<file path="src/rtl/frame_prefetch_pkg.sv">
// frame_prefetch_pkg: shared types and constants for the frame prefetcher.
//   NUM_PIXELS    : pixel count of the default 640x480 frame
//   ADDR_W        : width of pixel / memory addresses
//   pixel_t       : RGB565 pixel
//   state_t       : fetch-control FSM states
//   addr_wrap_inc : address increment wrapping at the frame size
package frame_prefetch_pkg;

  localparam int unsigned NUM_PIXELS = 640 * 480;
  localparam int unsigned ADDR_W     = 19;

  typedef logic [15:0] pixel_t;

  typedef enum logic [1:0] {
    ST_IDLE,
    ST_FETCH,
    ST_FLUSH
  } state_t;

  function automatic logic [ADDR_W-1:0] addr_wrap_inc(input logic [ADDR_W-1:0] a,
                                                      input int unsigned       total);
    return (a == ADDR_W'(total - 1)) ? '0 : a + ADDR_W'(1);
  endfunction

endpackage

</file>
<file path="src/rtl/pf_fifo.sv">
// pf_fifo: synchronous show-ahead FIFO for prefetched pixels.
//   i_clk, i_reset_n : clock, asynchronous active-low reset
//   i_flush          : empty the FIFO (overrides push and pop)
//   i_push/i_push_data : write one entry (ignored when full)
//   i_pop            : drop the head entry (ignored when empty)
//   o_head           : current head entry (valid when !o_empty)
//   o_empty, o_count : occupancy
module pf_fifo
  import frame_prefetch_pkg::*;
#(
  parameter int unsigned DEPTH = 16
) (
  input  logic                   i_clk,
  input  logic                   i_reset_n,
  input  logic                   i_flush,
  input  logic                   i_push,
  input  pixel_t                 i_push_data,
  input  logic                   i_pop,
  output pixel_t                 o_head,
  output logic                   o_empty,
  output logic [$clog2(DEPTH):0] o_count
);

  localparam int unsigned AW = $clog2(DEPTH);

  pixel_t        mem [DEPTH];
  logic [AW-1:0] wr_ptr;
  logic [AW-1:0] rd_ptr;
  logic [AW:0]   count;
  logic          do_push;
  logic          do_pop;

  assign do_push = i_push && (count != (AW+1)'(DEPTH));
  assign do_pop  = i_pop && (count != '0);

  always_ff @(posedge i_clk or negedge i_reset_n) begin
    if (!i_reset_n) begin
      wr_ptr <= '0;
      rd_ptr <= '0;
      count  <= '0;
    end else if (i_flush) begin
      wr_ptr <= '0;
      rd_ptr <= '0;
      count  <= '0;
    end else begin
      if (do_push) wr_ptr <= wr_ptr + AW'(1);
      if (do_pop)  rd_ptr <= rd_ptr + AW'(1);
      if (do_push && !do_pop)      count <= count + (AW+1)'(1);
      else if (!do_push && do_pop) count <= count - (AW+1)'(1);
    end
  end

  always_ff @(posedge i_clk) begin
    if (do_push && !i_flush) mem[wr_ptr] <= i_push_data;
  end

  assign o_head  = mem[rd_ptr];
  assign o_empty = (count == '0);
  assign o_count = count;

endmodule

</file>
<file path="src/rtl/frame_prefetch.sv">
// frame_prefetch: prefetches frame pixels from memory into a show-ahead FIFO
// and pops one pixel each time the display stage moves its pixel address.
//   i_clk, i_reset_n : clock, asynchronous active-low reset
//   i_frame_sync     : flush the FIFO and restart fetching at pixel 0
//   i_pixel_addr     : display-stage pixel index (a change pops one entry)
//   o_data           : FIFO head, or last popped pixel while empty
//   o_rd_req/o_rd_addr/i_rd_ack : read request handshake
//   i_rd_valid/i_rd_data        : in-order read returns
//   o_underflow      : sticky, pop attempted on an empty FIFO
//   o_underflow_cnt  : saturating underflow count (FRAME_PREFETCH_STATS_EN only)
module frame_prefetch
  import frame_prefetch_pkg::*;
#(
  parameter int unsigned WIDTH_IMAGE     = 640,
  parameter int unsigned HEIGHT_IMAGE    = 480,
  parameter int unsigned FIFO_DEPTH      = 16,
  parameter int unsigned MAX_OUTSTANDING = 4
) (
  input  logic        i_clk,
  input  logic        i_reset_n,
  input  logic        i_frame_sync,
  input  logic [18:0] i_pixel_addr,
  output logic [15:0] o_data,
  output logic        o_rd_req,
  output logic [18:0] o_rd_addr,
  input  logic        i_rd_ack,
  input  logic        i_rd_valid,
  input  logic [15:0] i_rd_data,
  output logic        o_underflow
`ifdef FRAME_PREFETCH_STATS_EN
  ,
  output logic [15:0] o_underflow_cnt
`endif
);

  localparam int unsigned TOTAL = WIDTH_IMAGE * HEIGHT_IMAGE;
  localparam int unsigned CW    = $clog2(FIFO_DEPTH) + 1;
  localparam int unsigned OW    = $clog2(MAX_OUTSTANDING + 1);
  localparam int unsigned SW    = CW + 1;

  state_t      state_q, state_d;
  logic [OW-1:0] out_q, out_n;
  logic [18:0] addr_q;
  logic [18:0] pix_q;
  pixel_t      last_q;
  logic        uf_q;

  logic [CW-1:0] fifo_count, count_n;
  pixel_t        fifo_head;
  logic          fifo_empty;
  logic [SW-1:0] fill_n;

  logic flush, accept, pop_req, push_do, pop_do, credit_n;

  // A frame sync acts as a flush in its own cycle, so data returned or
  // popped alongside it is dropped just like during FLUSH.
  assign flush   = i_frame_sync || (state_q == ST_FLUSH);
  assign accept  = o_rd_req && i_rd_ack;
  assign pop_req = (i_pixel_addr != pix_q);
  assign push_do = i_rd_valid && !flush;
  assign pop_do  = pop_req && !fifo_empty && !flush;

  pf_fifo #(
    .DEPTH(FIFO_DEPTH)
  ) u_fifo (
    .i_clk       (i_clk),
    .i_reset_n   (i_reset_n),
    .i_flush     (flush),
    .i_push      (push_do),
    .i_push_data (i_rd_data),
    .i_pop       (pop_do),
    .o_head      (fifo_head),
    .o_empty     (fifo_empty),
    .o_count     (fifo_count)
  );

  // Credit is judged on next-cycle occupancy so a request is only raised
  // (or kept) when the slot it would consume is really free.
  always_comb begin
    count_n = fifo_count;
    if (push_do && !pop_do)      count_n = fifo_count + CW'(1);
    else if (!push_do && pop_do) count_n = fifo_count - CW'(1);

    out_n = out_q;
    if (accept && !i_rd_valid)      out_n = out_q + OW'(1);
    else if (!accept && i_rd_valid) out_n = out_q - OW'(1);

    fill_n   = SW'(count_n) + SW'(out_n);
    credit_n = (fill_n < SW'(FIFO_DEPTH)) && (out_n < OW'(MAX_OUTSTANDING));
  end

  always_comb begin
    state_d = state_q;
    unique case (state_q)
      ST_IDLE:  if (credit_n) state_d = ST_FETCH;
      ST_FETCH: if (accept && !credit_n) state_d = ST_IDLE;
      ST_FLUSH: if (out_n == '0) state_d = ST_IDLE;
      default:  state_d = ST_IDLE;
    endcase
    if (i_frame_sync) state_d = ST_FLUSH;
  end

  always_ff @(posedge i_clk or negedge i_reset_n) begin
    if (!i_reset_n) begin
      state_q <= ST_IDLE;
      out_q   <= '0;
      addr_q  <= '0;
      pix_q   <= '0;
      last_q  <= '0;
      uf_q    <= 1'b0;
    end else begin
      state_q <= state_d;
      out_q   <= out_n;
      pix_q   <= i_pixel_addr;
      if (flush)       addr_q <= '0;
      else if (accept) addr_q <= addr_wrap_inc(addr_q, TOTAL);
      if (pop_do) last_q <= fifo_head;
      if (pop_req && fifo_empty) uf_q <= 1'b1;
    end
  end

`ifdef FRAME_PREFETCH_STATS_EN
  logic [15:0] ucnt_q;

  always_ff @(posedge i_clk or negedge i_reset_n) begin
    if (!i_reset_n)                                   ucnt_q <= '0;
    else if (i_frame_sync)                            ucnt_q <= '0;
    else if (pop_req && fifo_empty && ucnt_q != '1)   ucnt_q <= ucnt_q + 16'd1;
  end

  assign o_underflow_cnt = ucnt_q;
`endif

  assign o_rd_req    = (state_q == ST_FETCH);
  assign o_rd_addr   = addr_q;
  assign o_data      = fifo_empty ? last_q : fifo_head;
  assign o_underflow = uf_q;

endmodule

</file>
<file path="config.mk">
export PLATFORM = sky130hd
export DESIGN_NAME = frame_prefetch
export DESIGN_NICKNAME = d
export VERILOG_FILES = /design/src/rtl/frame_prefetch_pkg.sv /design/src/rtl/pf_fifo.sv /design/src/rtl/frame_prefetch.sv
export SDC_FILE = /design/constraint.sdc
export NUM_CORES = 1
export LEC_CHECK = 0
export CAP_MARGIN = 20
export CORE_ASPECT_RATIO = 1.1
export CORE_MARGIN = 3
export CORE_UTILIZATION = 50
export DETAILED_ROUTE_END_ITERATION = 8
export GPL_TIMING_DRIVEN = 0
export PLACE_DENSITY = 0.69
export SLEW_MARGIN = 15
export SYNTH_ARGS = -nofsm -noshare
export SYNTH_HDL_FRONTEND = slang
export SYNTH_HIERARCHICAL = 1
export SYNTH_SLANG_ARGS = --single-unit
export TNS_END_PERCENT = 100
</file>
<file path="constraint.sdc">
create_clock -name i_clk -period 5.2 [get_ports i_clk]
set_clock_uncertainty 0.2 [all_clocks]
set_input_delay 0.52 -clock i_clk [delete_from_list [all_inputs] [get_ports i_clk]]
set_output_delay 0.52 -clock i_clk [all_outputs]
set_load 0.01 [all_outputs]
</file>
==> results of run 1 <==
==> worst register-to-register path, delay by kind of cell, from the launching register on <==
kind | cells | cell delay (ns)
simple gates | 2 | 0.85
flops | 1 | 0.48
mux | 2 | 0.57
buf+inv | 3 | 0.52
compound gates | 4 | 0.72
fa+ha+maj | 2 | 0.64
==> metal layers <==
layer	vias up	wire length, µm	global-route usage (%)
li1	3586	-	-
met1	4014	12650	28.98
met2	287	15120	34.09
met3	52	2271	4.276
met4	2	715	5.772
met5	-	13	0
==> placed cells by master (no fill, tap or decap), types with 3 or more instances in the layout <==
cell type,n
mux2_2,34
edfxtp_1,256
and2_1,3
nor2_4,7
inv_1,10
mux2i_1,73
buf_4,4
a22oi_1,16
buf_8,6
clkinv_1,8
clkbuf_16,36
a221oi_1,33
xor2_1,12
a21oi_1,7
mux4_2,32
nand3_1,10
ha_1,17
nand4_1,11
a21o_1,4
nand2_1,44
clkinv_2,8
clkbuf_1,23
and3_1,6
o21ai_0,38
clkdlybuf4s50_1,75
xnor2_1,29
dfrtp_1,73
nor2_1,42
nor2b_1,4
buf_2,17
buf_6,8
nor3_1,8
nor2_2,9
==> per-stage QoR <==
step                      utilization (%)  hold slack (ns)  power [mW]  cells
after floorplan                         -          0.02441       3.374    861
after global placement              55.39           0.2492       3.647   1294
after detailed placement            56.22           0.2188       3.671   1304
after CTS                           60.31           0.2441       6.041   1369
after global routing                60.31           0.2588       6.217   1369
final                               60.31           0.2495       5.980   1369
==> state kept, by name, summed over array words and instances, names as in the netlist <==
name            count
u_fifo/mem        256
o_rd_addr          19
pix_q              19
last_q             16
u_fifo/o_count      5
u_fifo/rd_ptr       4
u_fifo/wr_ptr       4
out_q               3
state_q             2
o_underflow         1
==> cell type report <==
cell class              count  area (µm²)  share of cell area [%]
clock inverters            22       175.2                   1.071
repair buffers             87       919.6                   5.624
well taps                 357       446.7                   2.731
multi-input cells         478        4101                   25.08
inverters                  12       45.04                  0.2754
flip-flops and latches    329        9514                   58.18
clock buffers              42       923.4                   5.647
plain buffers              42       227.7                   1.392
==> final timing paths <==
kind	cells after the start	end	slack (ns)
max in group asynchronous	3	u_fifo/wr_ptr[2]	3.99
hold / removal	2	pix_q[15]	0.25
min in group i_clk	1	o_underflow	0.25
setup reg to reg	13	u_fifo/o_count[4]	1.11
hold reg to reg	1	o_underflow	0.25
setup / recovery	7	o_data[6]	0.53
==> power breakdown <==
part           leakage, nW  internal (mW)  switching [mW]
clock network        0.537           1.38           0.990
logic                 1.74          0.327           0.323
registers             3.25           2.92          0.0430
total                 5.54           4.62            1.36
==> kinds of logic (layout without fill, tap and decap cells) <==
group | count (synthesis) | after routing | share of synthesized area (%)
DFF | 329 | 329 | 68.88
and+or+nand+nor | 166 | 166 | 5.734
muxes | 139 | 139 | 13.28
AOI/OAI and AO/OA | 114 | 114 | 5.851
buffers and inverters | 54 | 205 | 1.975
xor gates and xnor gates | 41 | 41 | 2.600
adders and majority gates | 18 | 18 | 1.685
==> results.json, run 1 <==
{
  "grt.total_usage_pct": 20.95,
  "avgRoutedWirePerCell_um": 22.48,
  "r2r-start": "u_fifo/o_count[2]",
  "yosysWarnings": 6,
  "io_pins": 77,
  "drtPass1Iterations": 5,
  "synth_top_area_share_pct": 55.65,
  "clk_pin_slew_ns": 0.05,
  "syn_to_final_growth_pct": 18.39,
  "cp_top_family": "buffers and inverters",
  "syn_inst": 861,
  "critPathArrivalTime_ns": 3.95,
  "grt_remaining_overflow": 0,
  "syn_area_per_cell_um2": 16.04,
  "dieArea_um2": 29660,
  "start_kind": "flop",
  "clock_latency_ns": 0.51,
  "cts.path.max_buffers": 3,
  "synth_cell_types": 55,
  "cts-buffers-inserted": 35,
  "initial_core_util_pct": 50.94,
  "fin_area_um2": 16350,
  "cp_cell_sequence": "or4_4 -> buf_6 -> nor2_1 -> clkbuf_1 -> clkbuf_1 -> mux2_2 -> clkdlybuf4s50_1",
  "setup_violations": 0,
  "yosysTopAreaCell": "edfxtp_1",
  "dr.first_iter.drc_count": 700,
  "cts_tree": "built",
  "post-place-ws_ns": 0.6543,
  "synth_edf_count": 256,
  "max_slew_margin_pct": 37.44,
  "cts.sinks": 329,
  "leakage_nw": 5.535,
  "power_density_nw_per_um2": 365.7,
  "ys_async_sr_fraction_pct": 22.19,
  "root_buffer": "clkbuf_16",
  "post_cts_buffers": 0,
  "n_antenna_cell": 0,
  "yosysMostFrequentCell": "edfxtp_1",
  "fin_crit_ns": 4.668,
  "fin_crit_sh_pct": 89.77,
  "irDropWorstVdd_mv": 0.2493,
  "synth_fp_nets": 919,
  "grt_pass1_vias": 8013,
  "rsz0062_at_grt": "false",
  "synth_common_cells": "edfxtp_1 (256), dfrtp_1 (73), mux2i_1 (73), nor2_1 (58), nand2_1 (44)",
  "portBuffers": 76,
  "critical_path.max_fanout": 10,
  "drive_above_1_share_pct": 17.79,
  "critPathSlowestCell": "or4_4",
  "crit_required_ns": 4.48,
  "fmax_mhz": 214.2,
  "hold_path_class": "input pin to asynchronous set/reset pin",
  "tns_ns": 0,
  "gp_congestion": 0.7929,
  "wl_um": 30770,
  "outcome": "completed",
  "synthesis.area_um2": 13810,
  "grt_first_pass_wirelength_um": 47170,
  "placed_area_um2": 15240,
  "core_area_um2": 27120,
  "postRouteAntennaNets": 0,
  "synth_area_leaders": "edfxtp_1 (56%), dfrtp_1 (13%), mux2i_1 (5.3%)",
  "vias": 7941,
  "synthFlopType": "edfxtp_1",
  "antenna_found_initial": 1,
  "rows": 63,
  "max-cap-violations": 0,
  "grt_start_max_net_pins": 57,
  "fp.dieH_um": 180.3,
  "crit_top_cell": "clkbuf_1",
  "finalHoldViolCount": 0,
  "viasPerCell": 5.801,
  "synth_seq_area_share_pct": 68.88,
  "critPathCaptureType": "output pin",
  "cp_slowest_stage_delay_ns": 0.55,
  "criticalPathCategory": "flop to output pin",
  "htreeDepth": 2,
  "ctsResizeCount": 0,
  "nFillCells": 2068,
  "dieWidth_um": 164.5,
  "final_nets": 1043,
  "crit_buf_inv": 4,
  "critPathLaunch": "u_fifo/o_count[2]",
  "drc": 0,
  "tightestPinTransition_ns": 0.9367,
  "ys_ff_latch": 329,
  "finalWorstSetupSlack_ns": 0.5320,
  "drv_slew": 0,
  "hpwl_um": 19790,
  "hold_buffers": 1
}
Note: power is estimated with default switching activity, not from simulation.
==> run 2: changes to the inputs <==
- CAP_MARGIN: 20 -> 5
==> run 2 against run 1 <==
Non-clock buffer count did not move. Worst hold slack got worse by 0.011 ns. Worst setup slack improved by 0.014 ns. Sequential cell count did not move.
==> results.json, run 2 (synthesis gave the netlist of run 1 again) <==
{
  "post_cts_buffers": 0,
  "fmax_mhz": 214.9,
  "cts.path.max_buffers": 3,
  "largest_register_ffs": 256,
  "hpwl_um": 19850,
  "tightestPinTransition_ns": 0.9237,
  "fp.dieH_um": 180.3,
  "portBuffers": 76,
  "outcome": "completed",
  "irDropWorstVdd_mv": 0.2011,
  "utilization_pct": 60.19,
  "seq_area_um2": 9514,
  "regMostFlops": "u_fifo/mem",
  "critPathArrivalTime_ns": 3.93,
  "leakage_nw": 5.514,
  "fin_crit_sh_pct": 89.49,
  "drc": 0,
  "start_kind": "flop",
  "nFillCells": 2052,
  "ctsResizeCount": 0,
  "io_pins": 77,
  "clock_latency_ns": 0.53,
  "viasPerCell": 5.820,
  "tns_ns": 0,
  "mostFrequentLayoutCell": "edfxtp_1",
  "critical_path.max_fanout": 10,
  "syn_to_final_growth_pct": 18.15,
  "antenna_found_initial": 1,
  "grt_first_pass_wirelength_um": 47270,
  "critPathCaptureType": "output pin",
  "wl_um": 30890,
  "final_nets": 1042,
  "grt_pass1_vias": 8097,
  "grt.total_usage_pct": 21.04,
  "hold_buffers": 1,
  "multiInputGateArea_um2": 4101,
  "finalHoldViolCount": 0,
  "grt_remaining_overflow": 0,
  "drv_slew": 0,
  "root_buffer": "clkbuf_16",
  "grt_start_max_net_pins": 57,
  "final_cell_mix": "edfxtp_1 (256), clkdlybuf4s50_1 (75), mux2i_1 (73), dfrtp_1 (73), nand2_1 (44)",
  "max-cap-violations": 0,
  "power_density_nw_per_um2": 364.3,
  "setup_violations": 0,
  "initial_core_util_pct": 50.94,
  "dr.first_iter.drc_count": 817,
  "cts_tree": "built",
  "htreeDepth": 2,
  "cts-buffers-inserted": 34,
  "rows": 63,
  "vias": 7932,
  "fin_crit_ns": 4.654,
  "crit_required_ns": 4.48,
  "whs_ns": 0.2381,
  "clk_pin_slew_ns": 0.06,
  "drive_above_1_share_pct": 17.10,
  "criticalPathCategory": "flop to output pin",
  "core_area_um2": 27120,
  "dieWidth_um": 164.5,
  "drtPass1Iterations": 5,
  "postRouteAntennaNets": 0,
  "max_slew_margin_pct": 38.31,
  "n_antenna_cell": 0,
  "dieArea_um2": 29660,
  "gp_congestion": 0.7929,
  "hold_path_class": "input pin to asynchronous set/reset pin",
  "avgRoutedWirePerCell_um": 22.66,
  "rsz0062_at_grt": "false",
  "cts.sinks": 329
}
-- run 2: metal layers --
| layer | vias up | global-route usage (%) | part of all wire, % |
|---|---|---|---|
| li1 | 3577 | - | - |
| met3 | 53 | 4.529 | 7.5 |
| met2 | 299 | 34.71 | 49 |
| met1 | 4001 | 28.47 | 41 |
| met4 | 2 | 5.872 | 2.3 |
| met5 | - | 0 | 0.029 |
-- run 2: worst paths after layout --
check	cells after the start	start	slack, ns	to
hold / removal	2	i_reset_n	0.24	last_q[2]
setup reg to reg	13	u_fifo/o_count[2]	1.15	u_fifo/o_count[4]
max in group asynchronous	3	i_reset_n	4.00	u_fifo/wr_ptr[3]
min in group i_clk	1	o_underflow	0.25	o_underflow
setup / recovery	7	u_fifo/o_count[2]	0.55	o_data[6]
hold reg to reg	1	o_underflow	0.25	o_underflow
-- run 2: area by class of cell --
cell class	instances	share of cell area (%)
clock buffer	48	5.665
buffer	42	1.395
sequential	329	58.29
tap	357	2.737
clock inverter	10	0.8663
timing repair buffer	87	5.635
multi-input combinational	478	25.13
inverter	12	0.2760
-- run 2: stage by stage --
stage	cells	setup WS, ns	total power, mW	area, µm²
after floorplan	861	1.545	3.374	13810
after global placement	1294	0.6652	3.647	15020
after detailed placement	1304	0.6633	3.670	15240
after CTS	1363	0.4784	6.003	16320
after global routing	1363	0.3126	6.182	16320
final	1363	0.5464	5.945	16320
-- run 2: critical path: stages (launching register included) --
cell and delay, ns:
dfrtp_1 0.48, or4_4 0.55, buf_6 0.15, nor2_1 0.26
clkbuf_1 0.52, clkbuf_1 0.55, mux2_2 0.43, clkdlybuf4s50_1 0.49
-- run 2: power breakdown --
part,internal [mW],leakage (nW),total (mW),switching (mW)
combinational,0.327,1.74,0.650,0.323
sequential,2.92,3.25,2.96,0.0434
clock,1.36,0.516,2.33,0.975
==> run 3: changes to the inputs <==
- DONT_BUFFER_PORTS: default -> 1
- PLACE_DENSITY: 0.69 -> default
- TNS_END_PERCENT: 100 -> default
==> run 3 against run 2 <==
Critical endpoint is now o_data[10]. Design area is 2.2% lower. Highest routed layer is now met4. Count of clock-buffer cells in the layout increased by 1. Worst hold slack worse by 0.088 ns. Critical path depth decreased by 1.
==> results.json, run 3 (synthesis gave the netlist of run 1 again) <==
{
  "outcome": "completed",
  "cts.path.max_buffers": 3,
  "viasPerCell": 5.907,
  "whs_path_depth": 3,
  "grtUsageMet1_pct": 28.27,
  "critPathSlowestCell": "clkbuf_1",
  "min-delay-start": "i_rd_valid",
  "postRouteAntennaNets": 0,
  "grt_busiest_layer": "met2",
  "use_met3_pct": 3.954,
  "crit_required_ns": 4.48,
  "r2r-start": "u_fifo/o_count[3]",
  "cts.sinks": 329,
  "rsz0062_at_grt": "false",
  "fp.dieH_um": 180.3,
  "root_buffer": "clkbuf_16",
  "gp_congestion": 0.8822,
  "leakage_nw": 5.410,
  "clock_latency_ns": 0.51,
  "largest_register_ffs": 256,
  "mostFrequentLayoutCell": "edfxtp_1",
  "r2r-end": "u_fifo/o_count[4]",
  "post-place-ws_ns": 1.092,
  "cts_tree": "built",
  "critPathArrivalTime_ns": 3.60,
  "ctsResizeCount": 0,
  "dieWidth_um": 164.5,
  "initial_core_util_pct": 50.94,
  "io_pins": 77,
  "final_cell_mix": "edfxtp_1 (256), mux2i_1 (73), dfrtp_1 (73)",
  "hold_path_class": "input pin to flop",
  "grt_first_pass_wirelength_um": 48980,
  "cp_cell_sequence": "or4_4 -> buf_6 -> nor2_1 -> clkbuf_1 -> clkbuf_1 -> mux2_2",
  "crit_top_cell": "clkbuf_1",
  "core_area_um2": 27120,
  "grtUsageMet2_pct": 37.87,
  "avgRoutedWirePerCell_um": 24.17,
  "hold_buffers": 39,
  "tightestPinTransition_ns": 1.075,
  "dr.first_iter.drc_count": 740,
  "grt.total_usage_pct": 21.89,
  "drc": 0,
  "tns_ns": 0,
  "final_nets": 1003,
  "power_density_nw_per_um2": 366.4,
  "cp_slowest_stage_delay_ns": 0.59,
  "max-cap-violations": 0,
  "regMostFlops": "u_fifo/mem",
  "setup_violations": 0,
  "hold_end": "out_q[1]",
  "n_antenna_cell": 0,
  "irDropWorstVdd_mv": 0.2440,
  "dieArea_um2": 29660,
  "vias": 7839,
  "start_kind": "flop",
  "critical_path.max_fanout": 10,
  "worst-r2r-cell-count": 13,
  "portBuffers": 0,
  "fin_crit_ns": 4.316,
  "criticalPathCategory": "flop to output pin",
  "fmax_mhz": 231.7,
  "drive_above_1_share_pct": 18.45,
  "r2r_slack_ns": 1.11,
  "max_slew_margin_pct": 28.34,
  "crit_buf_inv": 3,
  "clk_pin_slew_ns": 0.06,
  "finalWorstSetupSlack_ns": 0.8835,
  "rows": 63,
  "drtPass1Iterations": 6,
  "fin_crit_sh_pct": 83.01,
  "cts-buffers-inserted": 35,
  "antenna_found_initial": 0,
  "syn_to_final_growth_pct": 15.54,
  "whs_ns": 0.1501,
  "utilization_pct": 58.86,
  "cp_top_family": "buffers and inverters",
  "grt_pass1_vias": 8253,
  "grt_start_max_net_pins": 74,
  "drv_slew": 0,
  "critPathCaptureType": "output pin",
  "finalHoldViolCount": 0,
  "htreeDepth": 2,
  "grt_remaining_overflow": 0,
  "hpwl_um": 20790,
  "post_cts_buffers": 0,
  "wl_um": 32080
}
run 3: changes by cell type in the layout (fill, tap and decap cells not counted), moves of 2 or more:
cell,previous run,this run
buf_6,8,5
buf_8,6,8
clkbuf_1,30,25
clkbuf_4,0,2
clkbuf_8,0,3
clkdlybuf4s50_1,75,0
clkinv_2,3,7
dlygate4sd3_1,1,38
run 3: worst max-delay path by stage:
stage | from | end | slack [ns] | depth (start not counted)
6_report | u_fifo/o_count[3] | o_data[10] | 0.88 | 6
5_1_grt | u_fifo/o_count[3] | o_data[11] | 0.68 | 6
4_1_cts | u_fifo/o_count[3] | o_data[11] | 0.77 | 6
3_5_place_dp | u_fifo/o_count[1] | u_fifo/o_count[4] | 1.09 | 13
3_3_place_gp | u_fifo/o_count[1] | u_fifo/o_count[4] | 1.16 | 13
2_1_floorplan | u_fifo/o_count[2] | u_fifo/o_count[4] | 1.55 | 13
run 3: stage by stage:
step,instances,cell area (µm²),total power [mW]
4_1_cts,1327,15960,5.902
5_1_grt,1327,15960,6.069
3_5_place_dp,1226,14460,3.492
2_1_floorplan,861,13810,3.374
3_3_place_gp,1218,14260,3.459
6_report,1327,15960,5.848
run 3: tightest hold or removal path, delay by kind of cell:
| family | cells | cell delay, ns |
|---|---|---|
| xor+xnor | 1 | 0.09 |
| simple gates | 2 | 0.19 |
run 3: area by class of cell:
class	instances	area, µm²
timing repair buffer	47	528.0
clock buffer	49	987.2
fill	2069	11160
sequential	329	9514
multi-input combinational	478	4106
buffer	42	227.7
tap	357	446.7
clock inverter	13	105.1
inverter	12	45.04
run 3: power by group:
part           internal [mW]  switching, mW
registers               2.92         0.0476
clock network           1.38          0.970
logic                  0.221          0.308
run 3: routing by layer:
layer | vias up | wire length, µm
li1 | 3513 | -
met4 | 0 | 781
met5 | - | 0
met2 | 240 | 16570
met1 | 4034 | 12910
met3 | 52 | 1815
